[src/rtl/qpu_tevq_dispatch_pkg.sv]
// Shared QPU definitions for the time/event queue dispatcher.
// Widths default from the QPU width macros; FSM state encodings.
`ifndef QPU_TIME_WIDTH
`define QPU_TIME_WIDTH 32
`endif
`ifndef QPU_EVENT_WIRE_WIDTH
`define QPU_EVENT_WIRE_WIDTH 32
`endif
`ifndef QPU_EVENT_NUM
`define QPU_EVENT_NUM 16
`endif

package qpu_tevq_dispatch_pkg;

    localparam int QPU_TIME_W  = `QPU_TIME_WIDTH;
    localparam int QPU_EVT_W   = `QPU_EVENT_WIRE_WIDTH;
    localparam int QPU_EVT_NUM = `QPU_EVENT_NUM;
    localparam int LATE_CNT_W  = 8;

    typedef enum logic {
        QPU_TEVQ_IDLE = 1'b0,
        QPU_TEVQ_WAIT = 1'b1
    } tevq_state_t;

endpackage

[src/rtl/qpu_sys_timer.sv]
// QPU system timer: saturating up-counter with run enable and clear.
// Ports: clk, rst_n (sync, active-low), run, clr (priority), count.
module qpu_sys_timer #(
    parameter int W = 32
) (
    input  logic         clk,
    input  logic         rst_n,
    input  logic         run,
    input  logic         clr,
    output logic [W-1:0] count
);

    logic [W-1:0] count_d;

    always_comb begin
        count_d = count;
        if (clr) begin
            count_d = '0;
        end else if (run && (count != '1)) begin
            count_d = count + 1'b1;
        end
    end

    always_ff @(posedge clk) begin
        if (!rst_n) begin
            count <= '0;
        end else begin
            count <= count_d;
        end
    end

endmodule

[src/rtl/qpu_tevq_dispatch.sv]
// Time/event queue dispatcher: pops tiq/evq pairs, holds each until the
// system timer reaches its time point, then strobes it onto the event bus.
// Ports: clk, rst_n (sync, active-low), run_i, clr_i; tiq/evq read side
// (valid/ready/data, shared ready); evt_o_* fire strobe; timer_o; busy_o.
// Optional macro QPU_TEVQ_LATE_CHK_EN adds late_err_o and late_cnt_o.
module qpu_tevq_dispatch
    import qpu_tevq_dispatch_pkg::*;
#(
    parameter int TIME_W  = QPU_TIME_W,
    parameter int EVT_W   = QPU_EVT_W,
    parameter int EVT_NUM = QPU_EVT_NUM
) (
    input  logic               clk,
    input  logic               rst_n,
    input  logic               run_i,
    input  logic               clr_i,
    input  logic               tiq_rd_valid_i,
    output logic               tiq_rd_ready_o,
    input  logic [TIME_W-1:0]  tiq_rd_data_i,
    input  logic               evq_rd_valid_i,
    output logic               evq_rd_ready_o,
    input  logic [EVT_W-1:0]   evq_rd_data_i,
    input  logic [EVT_NUM-1:0] evq_rd_oprand_i,
    output logic               evt_o_valid,
    output logic [EVT_W-1:0]   evt_o_data,
    output logic [EVT_NUM-1:0] evt_o_oprand,
`ifdef QPU_TEVQ_LATE_CHK_EN
    output logic                  late_err_o,
    output logic [LATE_CNT_W-1:0] late_cnt_o,
`endif
    output logic [TIME_W-1:0]  timer_o,
    output logic               busy_o
);

    logic [TIME_W-1:0]  timer_q;
    tevq_state_t        state_q;
    tevq_state_t        state_d;
    logic [TIME_W-1:0]  tp_q;
    logic [EVT_W-1:0]   evt_q;
    logic [EVT_NUM-1:0] opr_q;
    logic               fire;
    logic               pop;

    qpu_sys_timer #(
        .W (TIME_W)
    ) u_timer (
        .clk   (clk),
        .rst_n (rst_n),
        .run   (run_i),
        .clr   (clr_i),
        .count (timer_q)
    );

    always_comb begin
        fire    = 1'b0;
        pop     = 1'b0;
        state_d = state_q;
        unique case (1'b1)
            (state_q == QPU_TEVQ_WAIT): begin
                fire = run_i && !clr_i && (timer_q >= tp_q);
            end
            default: begin
                fire = 1'b0;
            end
        endcase
        // Pop only a complete pair, and only when the slot is free
        // or being vacated by this cycle's fire.
        pop = tiq_rd_valid_i && evq_rd_valid_i && !clr_i &&
              ((state_q == QPU_TEVQ_IDLE) || fire);
        if (clr_i) begin
            state_d = QPU_TEVQ_IDLE;
        end else if (pop) begin
            state_d = QPU_TEVQ_WAIT;
        end else if (fire) begin
            state_d = QPU_TEVQ_IDLE;
        end
    end

    always_ff @(posedge clk) begin
        if (!rst_n) begin
            state_q <= QPU_TEVQ_IDLE;
            tp_q    <= '0;
            evt_q   <= '0;
            opr_q   <= '0;
        end else begin
            state_q <= state_d;
            if (clr_i) begin
                tp_q  <= '0;
                evt_q <= '0;
                opr_q <= '0;
            end else if (pop) begin
                tp_q  <= tiq_rd_data_i;
                evt_q <= evq_rd_data_i;
                opr_q <= evq_rd_oprand_i;
            end
        end
    end

    assign tiq_rd_ready_o = pop;
    assign evq_rd_ready_o = pop;
    assign evt_o_valid    = fire;
    assign evt_o_data     = fire ? evt_q : '0;
    assign evt_o_oprand   = fire ? opr_q : '0;
    assign timer_o        = timer_q;
    assign busy_o         = (state_q == QPU_TEVQ_WAIT);

`ifdef QPU_TEVQ_LATE_CHK_EN
    logic                  late;
    logic                  late_err_q;
    logic [LATE_CNT_W-1:0] late_cnt_q;

    // Compare against the post-edge timer. A pop never coincides with
    // clr, so that value is timer_q plus run_i; the extra bit makes the
    // saturated case (timer all-ones) come out right without wrapping.
    assign late = pop &&
        ({1'b0, tiq_rd_data_i} <=
         ({1'b0, timer_q} + {{TIME_W{1'b0}}, run_i}));

    always_ff @(posedge clk) begin
        if (!rst_n) begin
            late_err_q <= 1'b0;
            late_cnt_q <= '0;
        end else if (clr_i) begin
            late_err_q <= 1'b0;
            late_cnt_q <= '0;
        end else if (late) begin
            late_err_q <= 1'b1;
            if (late_cnt_q != '1) begin
                late_cnt_q <= late_cnt_q + 1'b1;
            end
        end
    end

    assign late_err_o = late_err_q;
    assign late_cnt_o = late_cnt_q;
`endif

endmodule

[config.mk]
export PLATFORM = sky130hd
export DESIGN_NAME = qpu_tevq_dispatch
export DESIGN_NICKNAME = d
export VERILOG_FILES = /design/src/rtl/qpu_tevq_dispatch_pkg.sv /design/src/rtl/qpu_sys_timer.sv /design/src/rtl/qpu_tevq_dispatch.sv
export SDC_FILE = /design/constraint.sdc
export NUM_CORES = 1
export LEC_CHECK = 0
export ABC_CLOCK_PERIOD_IN_PS = 3060
export CAP_MARGIN = 5
export CORE_ASPECT_RATIO = 2
export CORE_UTILIZATION = 40
export CTS_CLUSTER_SIZE = 25
export DETAILED_ROUTE_END_ITERATION = 8
export PLACE_DENSITY = 0.76
export SLEW_MARGIN = 25
export SYNTH_ARGS = -nofsm -noshare
export SYNTH_HDL_FRONTEND = slang
export SYNTH_SLANG_ARGS = --single-unit
[constraint.sdc]
create_clock -name clk -period 3.06 [get_ports clk]
set_clock_uncertainty 0.2 [all_clocks]
set_input_delay 0.306 -clock clk [delete_from_list [all_inputs] [get_ports clk]]
set_output_delay 0.306 -clock clk [all_outputs]
set_load 0.05 [all_outputs]
==> results.md <==
- Die Footprint: approximately 15000 sq um
- Hold_ws: roughly 0.25 ns
- Initial Util: 0.412
- FP Rows: 61
- Slowest stage cell, crit path: or4b_4
- Slew Limit Headroom: 0.289
- Drt pass-1 iters: 6
- Hold-fix buffers, CTS: 0
- Worst Path Max Fanout: 6
- Cell Area, Synth: ~5800 sq um
- GRT Total Usage: 0.260
- Chip Height: ~170 um
- Slew Limit Fails: 0
- Total Power: ~4000 uW
- Root Driver: clkbuf_16
- Fmax: 0.274 GHz
- Hold WC Path Type: input port to register
- Tightest Pin Transition: about 1.1 ns
- Final Critical Period: approximately 3.6 ns
- Outcome: finished with violations
- Kind of critical path: register to output pin
- Share of layout cells above drive strength 1: 0.270
- H-tree levels: 4
- Crit-path cells: inv_1 > ha_4 > nand4_4 > nor3_4 > or4b_4 > a31o_4 > a211oi_4 > buf_6 > buf_12 > clkbuf_16 > and2_4 > buf_12
- Cell count after synthesis: between 600 and 700
- Avg WL per Cell: between 15 and 20 um
- TritonCTS buffer count: 17
- Setup crit start kind: register
- Worst endpoint data arrival time: between 3 and 4 ns
- R2r setup slk: -0.16 ns
- Setup slack after layout: -0.586 ns
- DPL Wire Length: between 10000 and 15000 um
- Initial antenna violation count: 0
- Routed vias: between 5000 and 6000
- Top FF cell, synth: dfxtp_1
- Peak supply drop: 0.375 mV
- Clk_lat worst skew: a little over 0.4 ns
- Worst setup EP type: output pin
- Most common cell on crit path: buf_12
- Finish-stage setup viols: 130
- Register clock-pin slew on the reported worst setup and hold paths: about 0.06 ns
- CP required: between 2 and 3 ns
- CP Buf/Inv Count: 5
- Leakage power: roughly 0.0036 uW
- R2R cell count: 14
- DRC Markers: 0
- Final worst path period share: 1.19
- Layout area overhead: 69.5%
- Hold Fails Final Rpt: 0
- Average cell area after synthesis: 8.42 sq um
- Antenna Violating Nets Remaining: 0
- RSZ-0062 raised after global routing: true
- Netlist cell types: 45
- CTS tree: done
- Worst path top cell family by delay: simple AND/OR/NAND/NOR gates
- Post-Route WL: 20600 um
- I/O Pins: 170
- Clock Sinks: roughly 110
- Vias in the first global route: 5863
- # port buffers: roughly 170
- Critical path depth: 12
- R2r endpoint: opr_q[2]
- Pwr/cell area: about 410 nW/um^2
- Number of synthesized flops with an enable pin: 0
- Largest net degree at the start of global routing: roughly 110
- Max Cap Viol: 0
- Global-route wire length before repair: between 20000 and 30000 um
- Vias per cell: approximately 5.4
- Yosys warning count: 0
- CTS Buffer Depth: 2
- Core ar.: about 14000 sq um
- Worst setup startpoint: tp_q[14]
- Routability cong.: 0.813
- Yosys reg bits: 113
- Final net count: between 1000 and 1500
- Post-route cell area: about 10000 sq um
- Post-DP Area: between 8000 and 9000 sq um
- CP max stage delay: between 0.4 and 0.5 ns
- Worst Setup EP: evt_o_data[22]
- Die W: about 87 um
- Grt total ovfl: 0
- Async SR Flop Fraction: 0
- Initial detailed-routing violation count: ~340
- Failing checks: negative setup slack
- Worst R2R Start: tp_q[14]
- Sequential area share after synthesis: 0.393
- Synthesized Nets: 802
## metrics by stage
stage	TNS [ns]	setup WS (ns)	instances	utilization
final	-34.18	-0.586	1094	0.698
after global routing	-44.74	-0.654	1093	0.698
after CTS	-27.46	-0.449	1084	0.678
after detailed placement	-1.13	-0.0411	1036	0.607
after global placement	0	0.00488	1036	0.607
after floorplan	-0.0597	-0.00663	683	-
## repair_timing
action	CTS	global route
hold endpoints to repair	0	0
gates cloned	4	7
buffers inserted	13	6
setup endpoints to repair	51	131
pin swaps	18	39
gates resized for setup	53	28
## layout by cell type (no fill, tap or decap), types with 3 or more instances in the layout
cell type	count
inv_1	80
and4_1	3
nor4_1	4
inv_2	6
bufinv_16	3
clkdlybuf4s50_1	118
nor3_1	9
nor2_1	33
o21a_1	3
and2_4	48
xor2_1	11
and3_1	5
dfxtp_1	95
o21ai_0	10
dfxtp_2	15
buf_4	35
or3_1	6
clkbuf_16	26
buf_6	6
xnor2_1	15
nand4_1	14
dfxtp_4	3
a21oi_1	20
ha_4	6
clkinv_2	6
buf_12	61
buf_16	4
nand2_1	101
ha_1	27
buf_8	3
nand3_1	14
o32ai_1	74
## where the power goes
part	leakage, uW	switching (uW)	internal, uW	total, uW
registers	0.000922	9.05	1490	1500
logic	0.00233	165	207	372
clock network	0.000310	704	1390	2090
## metal layers
layer	track usage	vias to the layer above	wire length (um)
met3	0.0528	71	886
met2	0.497	222	11700
met1	0.243	2798	6900
li1	-	2787	-
met5	0	-	0
met4	0.163	0	1190
## cell type report
type                            count  area [sq um]
Fill cell                        1008          4220
Inverter                           86           323
Tap cell                          189           236
Timing Repair Buffer              234          3060
Sequential cell                   113          2290
Multi-Input combinational cell    439          3210
Clock buffer                       22           497
Antenna cell                        1          2.50
Clock inverter                     10           128
## cells in the mapped netlist (all sizes together) (2+ instances only)
library cell    n  share of area
clkbuf         29          0.019
and2           48          0.052
or3             6         0.0065
o21a            3         0.0039
ha             33          0.072
o211ai          2         0.0026
dfxtp         113           0.39
a21oi          20          0.017
nor3           10         0.0096
nor4            5         0.0054
mux2i           2         0.0035
nand2         103          0.067
nand4          15          0.017
nand3          14          0.012
o32ai          77           0.12
a211oi          2         0.0048
inv            86          0.056
o31ai           2         0.0026
o21ai          10         0.0087
nor2           35          0.023
and4            3         0.0046
nor3b           2         0.0026
buf            16          0.025
xnor2          15          0.023
xor2           11          0.017
a31oi           2         0.0048
nand2b          3         0.0033
and3            6         0.0065
## worst min path at each step
stage | start | endpoint | depth (start not counted)
finish | tiq_rd_data_i[9] | tp_q[9] | 3
global route | tiq_rd_data_i[28] | tp_q[28] | 3
CTS | tiq_rd_data_i[0] | tp_q[0] | 3
detailed placement | tp_q[0] | tp_q[0] | 2
global placement | tp_q[0] | tp_q[0] | 2
floorplan | opr_q[15] | opr_q[15] | 2
## kinds of logic after synthesis
logic type,after synthesis,synth area share
xor+xnor,26,0.0396
flops,113,0.393
mux,2,0.00348
fa+ha+maj,33,0.0718
buf+inv,131,0.100
simple gates,253,0.215
compound gates,125,0.177
## state kept, by name, indices dropped and copies added (netlist names)
signal and flops:
busy_o 1, evt_q 32, opr_q 16, tp_q 32, u_timer.count 32
## worst min-delay path, stage by stage
cell	delay, ns
clkdlybuf4s50_1	0.39
nand2_1	0.05
o32ai_1	0.06
Note: power is estimated with default switching activity, not from simulation.
